[src/rtl/game_tick_rx_pkg.sv]
// game_pkg: shared defaults, BCD score types and the BCD increment helper for game_tick_rx.
package game_pkg;
  localparam int DEF_SCREEN_W = 640;
  localparam int DEF_SCROLL_STEP = 4;
  localparam int DEF_SCORE_DIV = 8;
  typedef logic [3:0] bcd_digit_t;
  typedef bcd_digit_t [3:0] score_t;
  localparam score_t SCORE_MAX = 16'h9999;
  function automatic score_t bcd_inc(input score_t s);
    score_t r;
    logic c;
    r = s;
    c = 1'b1;
    for (int i = 0; i < 4; i++) begin
      if (c) begin
        c = (s[i] == 4'd9);
        r[i] = c ? 4'd0 : s[i] + 4'd1;
      end
    end
    return r;
  endfunction
endpackage

[src/rtl/game_tick_rx_if.sv]
// game_tick_rx_if: tick input, game controls and scroll/score outputs of game_tick_rx.
interface game_tick_rx_if;
  logic tick_in;
  logic run;
  logic clear;
  logic tick;
  logic [9:0] scroll_x;
  logic [15:0] score_bcd;
  logic score_max;
  logic [27:0] tick_period;
  modport master (output tick_in, run, clear, input tick, scroll_x, score_bcd, score_max, tick_period);
  modport slave (input tick_in, run, clear, output tick, scroll_x, score_bcd, score_max, tick_period);
endinterface

[src/rtl/game_tick_rx_bcd_counter4.sv]
// bcd_counter4: saturating four-digit BCD incrementer; clr wins over inc.
module bcd_counter4
  import game_pkg::*;
(
  input  logic   clk,
  input  logic   rst_n,
  input  logic   clr,
  input  logic   inc,
  output score_t q,
  output logic   max
);
  assign max = (q == SCORE_MAX);
  always_ff @(posedge clk or negedge rst_n) begin
    if (!rst_n) q <= '0;
    else if (clr) q <= '0;
    else if (inc && !max) q <= bcd_inc(q);
  end
endmodule

[src/rtl/game_tick_rx.sv]
// game_tick_rx: synchronizes the divided game clock into a tick strobe and advances scroll and BCD score.
// Define GAME_TICK_PERIOD_MEAS_EN to measure clk cycles between ticks on tick_period.
module game_tick_rx
  import game_pkg::*;
#(
  parameter int SCREEN_W = DEF_SCREEN_W,
  parameter int SCROLL_STEP = DEF_SCROLL_STEP,
  parameter int SCORE_DIV = DEF_SCORE_DIV
) (
  input logic clk,
  input logic rst_n,
  game_tick_rx_if.slave bus
);
  logic s1, s2, s3, tick_q;
  logic [9:0] scroll;
  logic [7:0] sub;
  logic [10:0] sum, nxt;
  logic adv, sub_wrap;
  score_t score;
  logic score_max;
  always_ff @(posedge clk or negedge rst_n) begin
    if (!rst_n) {s3, s2, s1, tick_q} <= '0;
    else {s3, s2, s1, tick_q} <= {s2, s1, bus.tick_in, s2 & ~s3};
  end
  always_comb begin
    adv = tick_q & bus.run;
    sum = {1'b0, scroll} + 11'(SCROLL_STEP);
    nxt = (sum >= 11'(SCREEN_W)) ? sum - 11'(SCREEN_W) : sum;
    sub_wrap = (sub == 8'(SCORE_DIV - 1));
  end
  always_ff @(posedge clk or negedge rst_n) begin
    if (!rst_n) begin
      scroll <= '0;
      sub <= '0;
    end else if (bus.clear) begin
      scroll <= '0;
      sub <= '0;
    end else if (adv) begin
      scroll <= nxt[9:0];
      sub <= sub_wrap ? 8'd0 : sub + 8'd1;
    end
  end
  bcd_counter4 u_score (
    .clk(clk),
    .rst_n(rst_n),
    .clr(bus.clear),
    .inc(adv & sub_wrap),
    .q(score),
    .max(score_max)
  );
`ifdef GAME_TICK_PERIOD_MEAS_EN
  logic [27:0] cnt, period;
  // counter saturates so a stalled game reads as "very slow" rather than wrapping
  always_ff @(posedge clk or negedge rst_n) begin
    if (!rst_n) begin
      cnt <= '0;
      period <= '0;
    end else if (tick_q) begin
      cnt <= 28'd1;
      period <= cnt;
    end else if (!(&cnt)) begin
      cnt <= cnt + 28'd1;
    end
  end
  assign bus.tick_period = period;
`else
  assign bus.tick_period = '0;
`endif
  assign bus.tick = tick_q;
  assign bus.scroll_x = scroll;
  assign bus.score_bcd = score;
  assign bus.score_max = score_max;
endmodule

[src/flat_wrapper.sv]
// flat-port wrapper written by rule: the top's interface ports become plain ports
module game_tick_rx_flat import game_pkg::*;
#(
  parameter int SCREEN_W = DEF_SCREEN_W,
  parameter int SCROLL_STEP = DEF_SCROLL_STEP,
  parameter int SCORE_DIV = DEF_SCORE_DIV
)
  (clk, rst_n, bus_tick_in, bus_run, bus_clear, bus_tick, bus_scroll_x, bus_score_bcd, bus_score_max, bus_tick_period);
  game_tick_rx_if bus_i ();
  input logic clk;
  input logic rst_n;
  input wire logic [$bits(bus_i.tick_in)-1:0] bus_tick_in;
  input wire logic [$bits(bus_i.run)-1:0] bus_run;
  input wire logic [$bits(bus_i.clear)-1:0] bus_clear;
  output wire logic [$bits(bus_i.tick)-1:0] bus_tick;
  output wire logic [$bits(bus_i.scroll_x)-1:0] bus_scroll_x;
  output wire logic [$bits(bus_i.score_bcd)-1:0] bus_score_bcd;
  output wire logic [$bits(bus_i.score_max)-1:0] bus_score_max;
  output wire logic [$bits(bus_i.tick_period)-1:0] bus_tick_period;
  assign bus_i.tick_in = bus_tick_in;
  assign bus_i.run = bus_run;
  assign bus_i.clear = bus_clear;
  assign bus_tick = bus_i.tick;
  assign bus_scroll_x = bus_i.scroll_x;
  assign bus_score_bcd = bus_i.score_bcd;
  assign bus_score_max = bus_i.score_max;
  assign bus_tick_period = bus_i.tick_period;
  game_tick_rx #(.SCREEN_W(SCREEN_W), .SCROLL_STEP(SCROLL_STEP), .SCORE_DIV(SCORE_DIV)) u_core (.clk(clk), .rst_n(rst_n), .bus(bus_i));
endmodule
[config.mk]
export PLATFORM = sky130hd
export DESIGN_NAME = game_tick_rx_flat
export DESIGN_NICKNAME = d
export VERILOG_FILES = /design/src/rtl/game_tick_rx_pkg.sv /design/src/rtl/game_tick_rx_if.sv /design/src/rtl/game_tick_rx_bcd_counter4.sv /design/src/rtl/game_tick_rx.sv /design/src/flat_wrapper.sv
export SDC_FILE = /design/constraint.sdc
export NUM_CORES = 1
export LEC_CHECK = 0
export CAP_MARGIN = 20
export CORE_MARGIN = 5
export CORE_UTILIZATION = 35
export DETAILED_ROUTE_END_ITERATION = 6
export SYNTH_ARGS = -nofsm -noshare
export SYNTH_HDL_FRONTEND = slang
export SYNTH_HIERARCHICAL = 1
export SYNTH_SLANG_ARGS = --single-unit
[constraint.sdc]
create_clock -name clk -period 2.85 [get_ports clk]
set_input_delay 0.57 -clock clk [delete_from_list [all_inputs] [get_ports clk]]
set_output_delay 0.57 -clock clk [all_outputs]
set_load 0.005 [all_outputs]
**Word-level counts from Yosys, hierarchy flattened**

Index checks and enable logic that the tools add are counted.

- Flip-flop bits (word level): 38
- Logic and storage cells: 61

- Order comparisons: 1
- Reduce and logical (&&, ||, !) cells: 10
- Eq/ne operators: 6
- Muxes and demuxes: 23
- Bitwise operators: 4
- Add/subtract/negate cells: 7

Operator list:

| kind | number |
|---|---|
| 16-bit 2-to-1 mux | 2 |
| 10-bit 2-to-1 mux | 3 |
| 4-bit 2-to-1 mux | 7 |
| 8-bit 2-to-1 mux | 3 |
| 4-bit by 1-bit adder with 4-bit output (second input constant) | 4 |
| 16-bit equality test (second input constant) | 1 |
| 4-bit equality test (second input constant) | 4 |
| 10-bit by 3-bit adder with 11-bit output (second input constant) | 1 |
| 11-bit by 10-bit >= comparator with 1-bit output (second input constant) | 1 |
| 2-bit nonzero test | 5 |
| 10-bit subtractor (second input constant) | 1 |
| 8-bit by 1-bit adder with 8-bit output (second input constant) | 1 |
| 8-bit by 3-bit equality test with 1-bit output (second input constant) | 1 |
| 1-bit 2-to-1 mux | 8 |
| 2-bit AND reduction | 3 |
| 1-bit bitwise AND | 3 |
| 1-bit logical AND | 1 |
| 1-bit zero test | 1 |
| 1-bit NOT | 1 |

**Longest topological paths before layout**

Gate-level depths: netlist (run 1).

- Depth after elaboration: 14
- Depth in mapped cells: 8
- Mapped depth without buffers: 6

**By module**

The synthesis (run 1) kept the hierarchy.

By module, submodules not included:

| module | area each (µm²) | times used | cells an instance | seq. area each (µm²) |
|---|---|---|---|---|
| game_tick_rx | 1,301.2 | 1 | 146 | 500.5 |
| bcd_counter4 | 1,088.5 | 1 | 109 | 400.4 |

**Worst setup path before layout (run 1)**

OpenSTA, ideal clock, no wires.

- Path type: flip-flop to flip-flop
- Start point: register u_core.sub[3]
- End point: register u_core/u_score/q[14] (netlist name)
- Clock period less this slack: 2,281 ps
- Setup time: 125 ps
- Arrival: 2,157 ps
- Required time: 2,725 ps
- Cell stages (with the launch flop): 8
- Slack: 569 ps
- Buffers on the path: 2
- Path through: dfrtp_1 or4_4 nor4_4 buf_4 nand4b_4 buf_6 nor4_1 mux2_2

- Cells in the longest elaborated chain, start to end: 5

RTL lines:

| what | RTL line | text |
|---|---|---|
| from (decl) | game_tick_rx.sv:16 | `logic [7:0] sub;` |
| from (signal assigned) | game_tick_rx.sv:40 | `sub <= sub_wrap ? 8'd0 : sub + 8'd1;` |
| 8-bit by 3-bit equality test with 1-bit output | game_tick_rx.sv:29 | `sub_wrap = (sub == 8'(SCORE_DIV - 1));` |
| 1-bit bitwise AND | game_tick_rx.sv:47 | `.inc(adv & sub_wrap),` |
| 1-bit logical AND | game_tick_rx_bcd_counter4.sv:16 | `else if (inc && !max) q <= bcd_inc(q);` |
| 2-bit nonzero test (no line) | - |  |
| 2-bit AND reduction (no line) | - |  |
| to (signal assigned) | game_tick_rx_bcd_counter4.sv:16 |  |
| to (decl) | game_tick_rx_bcd_counter4.sv:9 | `output score_t q,` |

No other way between the ends.
A chain may end at the register's enable or synchronous reset.

**Worst setup path in the final report (run 1)**

- Start point: register u_core/u_score/q[13] (netlist name)
- End point: output port bus_score_max

- Cells in the longest elaborated chain, start to end: 1

RTL lines:

| what | RTL line | text |
|---|---|---|
| 16-bit equality test | game_tick_rx_bcd_counter4.sv:12 | `assign max = (q == SCORE_MAX);` |
| to (decl) | flat_wrapper.sv:18 | `output wire logic [$bits(bus_i.score_max)-1:0] bus_score_max;` |

No other way between the ends.

==> results of run 1 <==
[per-layer routing]
layer | vias up | wire (microns) | share of wire, %
met2 | 49 | 2310 | 47
met1 | 896 | 2320 | 47
met4 | 0 | 55 | 1.1
li1 | 909 | - | -
met5 | - | 0 | 0
met3 | 5 | 225 | 4.6
[synth_stat cells, drive strengths merged, types with 3 or more instances]
cell    instances  area [sq um]
mux2            4          45.0
or2             3          21.3
a31oi           4          25.0
dfrtp          36           901
nand4           5          31.3
a211oi          3          22.5
clkbuf          5          20.0
buf            35           259
nor2b           6          37.5
and3b           3          27.5
a311oi          3          26.3
ha              8           100
nand4b          3          41.3
o21ai          11          55.1
xor2            6          52.6
a21oi          13          65.1
nor2           19          73.8
nor3            4          20.0
xnor2           4          35.0
nand3           9          50.1
nand2          17          63.8
inv            13          48.8
o31ai           5          42.5
nor4            4          46.3
and4b           3          32.5
[worst paths after layout]
check	from	end	slack [ps]	cells past startpoint
setup / recovery	u_core/u_score/q[13]	bus_score_max	130	6
hold / removal	u_core/s1	u_core/s2	350	0
setup reg to reg	u_core/sub[3]	u_core/u_score/q[15]	550	5
hold reg to reg	u_core/s1	u_core/s2	350	0
max in group asynchronous	rst_n	u_core/sub[3]	1830	2
min in group asynchronous	rst_n	u_core/u_score/q[7]	680	2
[per-stage QoR]
stage                     std cells  power [mW]
after floorplan                 284       0.594
after global placement          358       0.599
after detailed placement        358       0.600
after CTS                       366       0.961
after global routing            366       0.992
final                           366       0.947
[registers in the layout (all words and copies together) (netlist names)]
register	flops
u_core/bus.tick	1
u_core/sub	8
u_core/s3	1
u_core/s1	1
u_core/u_score/q	16
u_core/bus.scroll_x	8
u_core/s2	1
[cell families (layout without fill, tap and decap cells)]
family | count (synthesis) | in the layout
simple gates | 92 | 92
other cells | 1 | 30
xor+xnor | 10 | 10
buf+inv | 53 | 55
flops | 36 | 36
compound gates | 50 | 50
mux | 5 | 5
fa+ha+maj | 8 | 8
[power groups by stage]
stage               clock, mW  combinational, mW  sequential, mW
finish                  0.358             0.0627           0.527
global route            0.391             0.0727           0.529
CTS                     0.371             0.0630           0.527
detailed placement          0             0.0629           0.537
global placement            0             0.0621           0.537
floorplan                   0             0.0592           0.535
[final cells by class]
| type | count | share of cell area [%] |
|---|---|---|
| flip-flops and latches | 36 | 32.9 |
| inverters | 13 | 1.78 |
| repair buffers | 34 | 12.1 |
| clock inverters | 3 | 0.686 |
| clock buffers | 5 | 2.51 |
| multi-input cells | 195 | 46.4 |
| well taps | 80 | 3.66 |
==> flow_metrics.env, run 1 <==
export IMPL_antenna_found_initial=0
export IMPL_fin_setup_tns_ps=0
export IMPL_clkSlewWorstSetupHoldPaths_ps=70
export IMPL_grt_pass1_wl_mm=8.25
export IMPL_start_util_pct=35.6
export IMPL_clkSinkCount=36
export IMPL_grt_usage_pct=11.8
export IMPL_cts_root_buffer="clkbuf_8"
export IMPL_top_usage_layer="met2"
export IMPL_grt_util_met3_pct=2.44
export IMPL_pre_cts_slack_ps=219
export IMPL_final_antenna_net_count=0
export IMPL_p_leak_nw=1.16
export IMPL_via_per_inst=5.08
export IMPL_switching_share_pct=25.0
export IMPL_fin_crit_sh_pct=95.6
export IMPL_synth_edf_count=0
export IMPL_ctsResizeCount=0
export IMPL_rows=30
export IMPL_drv_slew=0
export IMPL_port_buffers=30
export IMPL_synth_distinct_cells=59
export IMPL_worst_path_most_repeated_cell="inv_1"
export IMPL_rsz0062_at_grt="false"
export IMPL_area_delta_synth_final_pct=14.6
export IMPL_synth_top_family_by_area="simple AND/OR/NAND/NOR gates"
export IMPL_path_class="flop to output pin"
export IMPL_cts_buffers=5
export IMPL_netlist_area_sq_um=2390
export IMPL_die_h_microns=92.6
export IMPL_seqCellArea_sq_um=901
export IMPL_gp_congestion=0.763
export IMPL_dp_hpwl_mm=3.51
export IMPL_fill_cells=667
export IMPL_grt_pass1_vias=1754
export IMPL_critPathMaxStageDelay_ps=500
export IMPL_clock_latency_ps=290
export IMPL_crit_arrival_ps=2150
export IMPL_firstDrtPassIters=4
export IMPL_synth_simple_area_share_pct=24.8
export IMPL_overflow=0
export IMPL_synthArstFlopShare_pct=100
export IMPL_drt_initial_drc_count=71
export IMPL_clk_path_buf_depth=2
export IMPL_switchingPower_uw=237
export IMPL_synth_main_ff_cell="dfrtp_1"
export IMPL_core_sq_um=6720
export IMPL_synth_cells=255
export IMPL_cp_required_ps=2280
export IMPL_layout_commonest_cell="dfrtp_1"
export IMPL_startpoint_type="flop"
export IMPL_drv_cap=0
export IMPL_p_seq_share_pct=55.6
export IMPL_p_int_uw=710
export IMPL_hold_violations=0
export IMPL_setup_viol=0
export IMPL_drc_errors=0
export IMPL_finClkSkew_ps=7.50
export IMPL_worstPathCellList="inv_1 -> ha_1 -> and3b_1 -> nand4_1 -> inv_1 -> clkdlybuf4s50_1"
export IMPL_fin_crit_ps=2720
export IMPL_pwr_share_comb_pct=6.6
export IMPL_cts_hold_buf=0
export IMPL_synth_compound_area_share_pct=13.5
export IMPL_cpMaxStageDelayCell="clkdlybuf4s50_1"
export IMPL_power_frac_clock_pct=37.7
export IMPL_path_buf_inv=3
export IMPL_stdcell_area_sq_um=2740
export IMPL_syn_area_per_cell_sq_um=9.37
export IMPL_status="complete, no violations"
export IMPL_placed_area_sq_um=2650
export IMPL_synth_xor_area_share_pct=3.66
export IMPL_fin_ws_ps=126
export IMPL_drt_wl_total_mm=4.91
export IMPL_cp_max_fo=6
export IMPL_cts_setup_buffers=0
export IMPL_wl_per_cell_microns=13.4
export IMPL_worstSetupEndpointType="output pin"
export IMPL_layout_common_cells="36 x dfrtp_1, 30 x clkdlybuf4s50_1, 30 x conb_1, 18 x nor2_1, 17 x nand2_1"
export IMPL_vdd_drop_max_uv=191
export IMPL_antenna_cells=0
export IMPL_nets=298
export IMPL_crit_family="buffers and inverters"
export IMPL_grt_max_degree=37
export IMPL_cts_tree="built"
export IMPL_p_per_area_nw_per_um2=346
export IMPL_fmax_ghz=0.367
export IMPL_worst_hold_slack_ps=352
export IMPL_ioPinCount=61
export IMPL_muxShareOfSynthArea_pct=2.30
export IMPL_vias=1859
export IMPL_die_area_sq_um=8580
export IMPL_multiInputGateArea_sq_um=1270
export IMPL_die_w_microns=92.6
export IMPL_grtUsageMet1_pct=15.8
export IMPL_synth_adder_area_share_pct=4.19
export IMPL_ys_ff_latch=36
export IMPL_fin_util_pct=40.7
export IMPL_seq_area_frac_synth_pct=37.7
export IMPL_grt_use_met2_pct=19.0
export IMPL_hold_path_class="flop to flop"
export IMPL_htreeDepth=2
export IMPL_yosys_warnings=6
export IMPL_drive_above_1_share_pct=10.8
Note: power is estimated with default switching activity, not from simulation.
==> run 2, diff against run 1 <==
CORE_UTILIZATION = 49   (was 35)
PLACE_DENSITY = 0.8   (was unset)
==> flow_metrics.env, run 2 (synthesis results as in run 1) <==
export IMPL_min_delay_start="u_core/s1"
export IMPL_rows=25
export IMPL_vdd_drop_max_uv=260
export IMPL_clkSlewWorstSetupHoldPaths_ps=60
export IMPL_wl_per_cell_microns=14.0
export IMPL_die_w_microns=79.8
export IMPL_via_per_inst=5.31
export IMPL_cp_max_fo=6
export IMPL_start_util_pct=50.6
export IMPL_cts_setup_buffers=0
export IMPL_port_buffers=30
export IMPL_cts_root_buffer="clkbuf_8"
export IMPL_final_antenna_net_count=0
export IMPL_startpoint_type="flop"
export IMPL_drt_wl_total_mm=4.93
export IMPL_worstSetupEndpointType="output pin"
export IMPL_hold_violations=0
export IMPL_pwr_share_comb_pct=6.5
export IMPL_clk_path_buf_depth=2
export IMPL_cts_hold_buf=0
export IMPL_antenna_cells=0
export IMPL_stdcell_area_sq_um=2730
export IMPL_path_class="flop to output pin"
export IMPL_gp_congestion=0.846
export IMPL_worst_hold_slack_ps=349
export IMPL_placed_area_sq_um=2630
export IMPL_grt_pass1_vias=1753
export IMPL_htreeDepth=2
export IMPL_p_seq_share_pct=54.3
export IMPL_drv_cap=0
export IMPL_antenna_found_initial=0
export IMPL_crit_arrival_ps=2110
export IMPL_power_frac_clock_pct=39.1
export IMPL_hold_path_class="flop to flop"
export IMPL_max_flop_register="u_core/u_score/q"
export IMPL_fin_util_pct=57.7
export IMPL_vias=1873
export IMPL_drc_errors=0
export IMPL_setup_viol=0
export IMPL_drv_slew=0
export IMPL_grt_usage_pct=16.2
export IMPL_core_sq_um=4720
export IMPL_nets=298
export IMPL_fin_crit_sh_pct=94.2
export IMPL_ctsResizeCount=0
export IMPL_grt_pass1_wl_mm=8.23
export IMPL_cts_buffers=5
export IMPL_fin_crit_ps=2680
export IMPL_switchingPower_uw=233
export IMPL_status="complete, no violations"
export IMPL_rsz0062_at_grt="false"
export IMPL_fmax_ghz=0.373
export IMPL_area_delta_synth_final_pct=14.1
export IMPL_die_area_sq_um=6370
export IMPL_p_leak_nw=1.15
export IMPL_rr_startpoint="u_core/sub[3]"
export IMPL_cp_required_ps=2280
export IMPL_drt_initial_drc_count=116
export IMPL_grt_max_degree=37
export IMPL_p_per_area_nw_per_um2=356
export IMPL_largest_register_ffs=16
export IMPL_crit_path_start="u_core/u_score/q[1]"
export IMPL_firstDrtPassIters=4
export IMPL_fin_setup_tns_ps=0
export IMPL_switching_share_pct=24.1
export IMPL_layout_commonest_cell="dfrtp_1"
export IMPL_p_int_uw=737
export IMPL_finClkSkew_ps=13.1
export IMPL_cts_tree="built"
export IMPL_dp_hpwl_mm=3.60
export IMPL_ioPinCount=61
export IMPL_die_h_microns=79.8
export IMPL_layout_common_cells="36 x dfrtp_1, 30 x clkdlybuf4s50_1, 30 x conb_1, 18 x nor2_1, 17 x nand2_1"
export IMPL_drive_above_1_share_pct=10.5
export IMPL_clkSinkCount=36
export IMPL_clock_latency_ps=290
export IMPL_overflow=0
## run 2: cell count changes in the layout (fill, tap and decap cells not counted)
cell and delta:
clkbuf_1 +1, clkinvlp_4 +1, clkinv_2 -2, clkbuf_8 +1, clkinv_4 -1
## run 2: area by class of cell
class | instances | area [sq um]
multi-input combinational | 195 | 1270
timing repair buffer | 34 | 330
clock inverter | 1 | 7.51
inverter | 13 | 48.8
clock buffer | 7 | 86.3
sequential | 36 | 901
fill | 428 | 2000
tap | 67 | 83.8
## run 2: final timing paths
kind                       slack, ps  cells past startpoint                     end
max                              170                      6           bus_score_max
min                              350                      0               u_core/s2
max reg2reg                      480                      5    u_core/u_score/q[11]
min reg2reg                      350                      0               u_core/s2
max in group asynchronous       1820                      2               u_core/s1
min in group asynchronous        690                      2  u_core/bus.scroll_x[8]
## run 2: worst max-delay path, stage by stage, from the launching register on
cell             delay (ps)
dfrtp_1                 440
inv_1                    80
ha_1                    290
and3b_2                 230
nand4_1                 190
inv_1                   100
clkdlybuf4s50_1         500
## run 2: power by group through the flow
stage,sequential (mW),combinational [mW],clock [mW]
floorplan,0.535,0.0592,0
global placement,0.537,0.0615,0
detailed placement,0.537,0.0631,0
CTS,0.527,0.0633,0.395
global route,0.529,0.0729,0.415
finish,0.527,0.0632,0.380
## run 2: routing by layer
| layer | wire length (microns) | global-route usage (%) | share of wire [%] |
|---|---|---|---|
| met1 | 2150 | 20.5 | 44 |
| met2 | 2480 | 26.5 | 50 |
| met3 | 271 | 5.42 | 5.5 |
| met4 | 38 | 4.22 | 0.77 |
| met5 | 0 | 0 | 0 |
## run 2: metrics by stage
stage / setup slack, ps / cells / power (mW)
floorplan: 569 / 284 / 0.594
global placement: 279 / 345 / 0.598
detailed placement: 160 / 345 / 0.600
CTS: 148 / 353 / 0.985
global route: 7.06 / 353 / 1.02
finish: 166 / 353 / 0.970
